### src/rtl/mux_nx1_rr_pipe.sv
// N-way channel multiplexer with a single output register stage.
// Every input channel and the output use a valid/ready handshake.
// The source channel is chosen by the external select (MODE=0) or by a
// round-robin arbiter over the valid channels (MODE=1).
module mux_nx1_rr_pipe #(
  parameter int WIDTH = 32,
  parameter int NCH   = 4,
  parameter int MODE  = 0,
  localparam int SELW = (NCH > 1) ? $clog2(NCH) : 1
) (
  input  logic                 clk,
  input  logic                 reset,
  input  logic [NCH*WIDTH-1:0] in_data,
  input  logic [NCH-1:0]       in_valid,
  output logic [NCH-1:0]       in_ready,
  input  logic [SELW-1:0]      sel,
  output logic [WIDTH-1:0]     out_data,
  output logic                 out_valid,
  input  logic                 out_ready,
  output logic [SELW-1:0]      out_ch
);

  logic             load_en;
  logic             gnt_vld;
  logic [SELW-1:0]  gnt_idx;
  logic [WIDTH-1:0] gnt_data;
  logic [SELW-1:0]  ptr;
  logic [2*NCH-1:0] rot;
  logic [SELW-1:0]  rr_off;
  logic [SELW:0]    rr_sum;

  // The output register can take a beat when it is empty or draining now.
  assign load_en = !out_valid || out_ready;

  // Pick at most one channel to grant. Round-robin rotates the valid mask so
  // the pointer channel sits at bit 0, takes the lowest set bit, then maps
  // that offset back to an absolute channel index modulo NCH.
  always_comb begin
    gnt_vld = 1'b0;
    gnt_idx = '0;
    rot     = '0;
    rr_off  = '0;
    rr_sum  = '0;
    if (MODE == 0) begin
      for (int i = 0; i < NCH; i++) begin
        if (sel == SELW'(i) && in_valid[i]) begin
          gnt_vld = 1'b1;
          gnt_idx = SELW'(i);
        end
      end
    end else begin
      rot = {in_valid, in_valid} >> ptr;
      for (int k = NCH - 1; k >= 0; k--) begin
        if (rot[k]) begin
          gnt_vld = 1'b1;
          rr_off  = SELW'(k);
        end
      end
      rr_sum = {1'b0, ptr} + {1'b0, rr_off};
      if (rr_sum >= (SELW + 1)'(NCH)) begin
        rr_sum = rr_sum - (SELW + 1)'(NCH);
      end
      gnt_idx = rr_sum[SELW-1:0];
    end
  end

  // Route the granted channel's data and raise its ready only when the
  // register will actually capture it this cycle.
  always_comb begin
    gnt_data = '0;
    in_ready = '0;
    for (int i = 0; i < NCH; i++) begin
      if (gnt_idx == SELW'(i)) begin
        gnt_data = in_data[i*WIDTH +: WIDTH];
      end
      in_ready[i] = !reset && load_en && gnt_vld && (gnt_idx == SELW'(i));
    end
  end

  // Output register and round-robin pointer; a new beat may replace one
  // that is draining in the same cycle, so back-to-back beats need no bubble.
  always_ff @(posedge clk or posedge reset) begin
    if (reset) begin
      out_valid <= 1'b0;
      out_data  <= '0;
      out_ch    <= '0;
      ptr       <= '0;
    end else begin
      if (load_en && gnt_vld) begin
        out_valid <= 1'b1;
        out_data  <= gnt_data;
        out_ch    <= gnt_idx;
        if (MODE == 1) begin
          ptr <= (gnt_idx == SELW'(NCH - 1)) ? '0 : gnt_idx + 1'b1;
        end
      end else if (out_valid && out_ready) begin
        out_valid <= 1'b0;
      end
    end
  end

endmodule

### config.mk
export PLATFORM = sky130hd
export DESIGN_NAME = mux_nx1_rr_pipe
export DESIGN_NICKNAME = d
export VERILOG_FILES = /design/src/rtl/mux_nx1_rr_pipe.sv
export SDC_FILE = /design/constraint.sdc
export NUM_CORES = 1
export LEC_CHECK = 0
export ABC_AREA = 1
export BUFFER_PORTS_ARGS = -buffer_cell sky130_fd_sc_hd__buf_2
export CORE_MARGIN = 4
export CORE_UTILIZATION = 25
export DETAILED_ROUTE_END_ITERATION = 6
export GPL_TIMING_DRIVEN = 0
export SYNTH_ARGS = -nofsm -noshare
export SYNTH_HDL_FRONTEND = slang
export SYNTH_SLANG_ARGS = --single-unit
### constraint.sdc
create_clock -name clk -period 1.5 [get_ports clk]
set_clock_uncertainty 0.05 [all_clocks]
set_input_delay 0.075 -clock clk [delete_from_list [all_inputs] [get_ports clk]]
set_output_delay 0.075 -clock clk [all_outputs]
set_load 0.05 [all_outputs]
== Yosys cells after proc, flatten, opt, wreduce, memory -nomap -nowiden ==
Index checks and enable logic that the tools add are counted.
Storage, ports and cells
  output and inout bits: 39
  flip-flop bits (word level): 35
  input port bits: 137
  logic and storage cells: 40
Operators by class
  reduce and logical (&&, ||, !) cells: 18
  muxes and demuxes: 13
  eq/ne operators: 6
Operators with widths (number)
  two-way mux 32 bit: 4
  logical AND 1 bit: 12
  == test 2 bit (second input constant): 4
  two-way mux 1 bit: 7
  == test 2 x 1 -> 1 bit (second input constant): 2
  logical NOT 2 bit: 2
  two-way mux 2 bit: 2
  logical NOT 1 bit: 2
  nonzero test 2 bit: 1
  logical OR 1 bit: 1

== Depth between registers and ports, before layout ==
  word-level depth: 10
  mapped depth: 9
  gate-level depth less buffers: 8

== Worst setup path after synthesis ==
OpenSTA, ideal clock, no wires.
  path kind: input -> output
  from: input reset
  to: output in_ready[1]
  arrival: 1.696 ns
  slack: -0.321 ns
  stages on the path: 3
  buffers on the path: 0
  data required time: 1.375 ns
  path through: inv_1 -> nand2_1 -> nor2_1
On the way
  word-level cells in the longest chain between the ends: 4
RTL lines
  start: declaration: line 12  | input logic reset,
  logical NOT 1 bit (no line)
  logical AND 1 bit (3 in a row): line 76  | in_ready[i] = !reset && load_en && gnt_vld && (gnt_idx == SELW'(i));
  end: declaration: line 15  | output logic [NCH-1:0] in_ready,
No other way between the ends.

== Worst setup path in the final report ==
  from: register out_valid
  to: output in_ready[3]
On the way
  word-level cells in the longest chain between the ends: 5
RTL lines
  start: declaration: line 18  | output logic out_valid,
  start signal: assignment: line 84  | out_valid <= 1'b0;
  start signal: assignment: line 90  | out_valid <= 1'b1;
  start signal: assignment: line 97  | out_valid <= 1'b0;
  logical NOT 1 bit: line 33  | assign load_en = !out_valid || out_ready;
  logical OR 1 bit: line 33
  logical AND 1 bit (3 in a row): line 76
No other way between the ends.

==> results_dict.tcl <==
set metrics [dict create \
    run_status "finished, final reports clean" \
    die_h_um 104.9 \
    maxSlewViolCount 0 \
    start_kind "register" \
    critPathArrivalTime_ns 1.31 \
    p_seq_share_pct 32.5 \
    pwr_density_cell_nw_per_um2 1104 \
    clock_power_share_pct 18.7 \
    hpwl_um 7157 \
    power_mw 3.966 \
    final_cell_area_um2 3591 \
    path_max_fanout 4 \
    drive_above_1_share_pct 37.83 \
    cts_buffer_depth 2 \
    final_util_pct 39.05 \
    r2r-start "out_valid" \
    cts_tree "built" \
    rows 35 \
    wl_per_cell_um 14.04 \
    num-fill-cells 1026 \
    fmax_ghz 0.6961 \
    pwr-share-comb_pct 48.8 \
    pre_cts_ws_ns -0.2558 \
    grt_max_degree 20 \
    cap_viol_max_count 0 \
    r2r-end "out_data[19]" \
    min_period_ns 1.437 \
    setup_ws_ns 0.06345 \
    post_dp_cell_area_um2 3373 \
    worstHoldPathType "in2reg" \
    fin_crit_sh_pct 95.77 \
    p_leak_nw 2.118 \
    num_vias 3099 \
    rsz0062_at_grt "yes" \
    r2r_cells 7 \
    start_util_pct 25.51 \
    routed_wl_um 9586 \
    drtIter0Drc 124 \
    switching_share_pct 46.62 \
    endpoint_kind "output port" \
    min_from "in_data[25]" \
    worst_pin_slew_ns 0.9992 \
    synth_cells 380 \
    die_area_um2 11000 \
    cp.required_ns 1.37 \
    htreeDepth 2 \
    holdPathEnd "out_data[25]" \
    relSlewSlack_pct 33.02 \
    seq_area_frac_synth_pct 37.33 \
    track_usage_pct 17.00 \
    ys_ff_latch 35 \
    synthesis.area_um2 2346 \
    dp.cells 666 \
    pin_count 176 \
    viasPerCell 4.537 \
    gp_congestion 0.8001 \
    yosysWarnings 0 \
    grt-ovfl-total 0 \
    syn_to_final_growth_pct 53.07 \
    ant_nets 0 \
    hold_viol 0 \
    drc 0 \
    cts_root_buf "clkbuf_8" \
    cts_buffers 5 \
    whs_path_depth 5 \
    holdWs_ns 0.05907 \
    syn_nets 517 \
    ir_worst_vdd_mv 0.4577 \
    die_x_um 104.9 \
    grt_pass1_vias 2990 \
    r2r_setup_slack_ns 0.18 \
    final_nets 707 \
    avgSynthCellArea_um2 6.174 \
    final_cells 683 \
    internal-power_mw 2.117 \
    core_um2 9196 \
    worstSetupPathType "reg2out" \
    clk_pin_slew_ns 0.07 \
    drt_pass1_iterations 4 \
    antenna_found_initial 2 \
    yosysUniqueCellTypes 21 \
    switchingPower_mw 1.849 \
    grt_pass1_wl_um 14860 \
    finalSetupViolations 0 \
    io_buffers 175 \
    clock_latency_ns 0.28 \
    finalSetupTns_ns 0 \
    cts_sinks 35 \
]
==> area by class of cell <==
| type | count | area, um2 | share of cell area, % |
|---|---|---|---|
| repair buffers | 182 | 954.7 | 26.59 |
| inverters | 9 | 37.54 | 1.045 |
| flip-flops and latches | 35 | 877.1 | 24.43 |
| clock buffers | 8 | 100.1 | 2.787 |
| repair inverters | 1 | 5.005 | 0.1394 |
| multi-input cells | 315 | 1369 | 38.12 |
| diodes | 1 | 2.502 | 0.06969 |
| plain buffers | 21 | 106.4 | 2.962 |
| well taps | 111 | 138.9 | 3.868 |
==> flip-flops by register name, indices dropped and copies added (netlist names) <==
register   count
out_data      32
out_valid      1
out_ch         2
==> cells in the final DEF (no fill, tap or decap) <==
cell type	instances
a21oi_1	31
buf_1	5
buf_2	178
buf_4	9
buf_6	4
clkbuf_1	6
clkbuf_8	7
clkinvlp_2	1
clkinvlp_4	1
dfrtp_1	34
dfrtp_2	1
diode_2	1
dlygate4sd3_1	2
inv_1	5
inv_2	3
nand2_1	138
nand2_2	1
nand2_4	1
nand3_1	34
nand3_2	1
nand3_4	2
nand3b_1	1
nand4_1	2
nor2_1	96
nor2_2	2
nor2_4	2
nor2_8	1
o21ai_0	1
o21ai_4	1
or2_2	1
==> power groups by stage <==
stage | combinational (mW) | clock (mW) | sequential [mW]
2_1_floorplan | 0.504 | 0 | 2.11
3_3_place_gp | 1.90 | 0 | 1.30
3_5_place_dp | 1.92 | 0 | 1.30
4_1_cts | 1.95 | 0.776 | 1.29
5_1_grt | 2.09 | 0.817 | 1.32
6_report | 1.94 | 0.740 | 1.29
==> synthesized netlist by cell type <==
cell type  count  area share, %
nand2_2        1           0.27
nand3_2        2           0.85
inv_2          2           0.32
inv_1          7            1.1
dfrtp_1       35             37
buf_1          5           0.80
a21oi_1       31            6.6
nor2_4         1           0.48
nand2_4        1           0.48
buf_4          3           0.96
nand2_1      138             22
nand3b_1       1           0.32
o21ai_0        1           0.21
nor2_1        99             16
nand4_1        2           0.53
clkbuf_1       5           0.80
or2_2          1           0.27
nor2_8         1           0.85
nand3_1       35            7.5
o21ai_4        1           0.69
buf_2          8            1.7
==> worst max-delay path: stages (launching register included) <==
cell and delay [ns]:
dfrtp_2 0.41, inv_2 0.07, nor2_4 0.05, nor2_8 0.10
buf_6 0.11, nand3b_1 0.08, inv_1 0.07, buf_6 0.15
==> timing repair <==
| action | in CTS | in global routing |
|---|---|---|
| endpoints found under the hold margin | 35 | 0 |
| setup endpoints to repair | 4 | 13 |
| buffers inserted | 3 | 2 |
| hold buffers | 2 | 0 |
| gates cloned | 1 | 0 |
| pin swaps | 1 | 1 |
| gates resized for setup | 10 | 4 |
==> worst max path at each step <==
stage,slack [ns],depth (start not counted),end,start
floorplan,0.01,6,in_ready[3],out_valid
global placement,-0.22,9,in_ready[0],sel[1]
detailed placement,-0.26,9,in_ready[3],sel[1]
CTS,0.02,7,in_ready[3],out_valid
global route,-0.05,7,in_ready[3],out_valid
finish,0.06,7,in_ready[3],out_valid
==> routing by layer <==
layer,global-route usage [%],wire [um]
met5,0,13
met4,3.843,72
met3,5.127,757
met2,29.56,4657
met1,20.61,4085
==> kinds of logic (layout without fill, tap and decap cells) <==
kind of cell	after synthesis	count (layout)	synth area share, %
other	0	1	0
AND/OR/NAND/NOR	282	282	49.44
AO/OA/AOI/OAI	33	33	7.520
flip-flops	35	35	37.33
buffers and inverters	30	221	5.707
(Power assumes the default switching activity.)
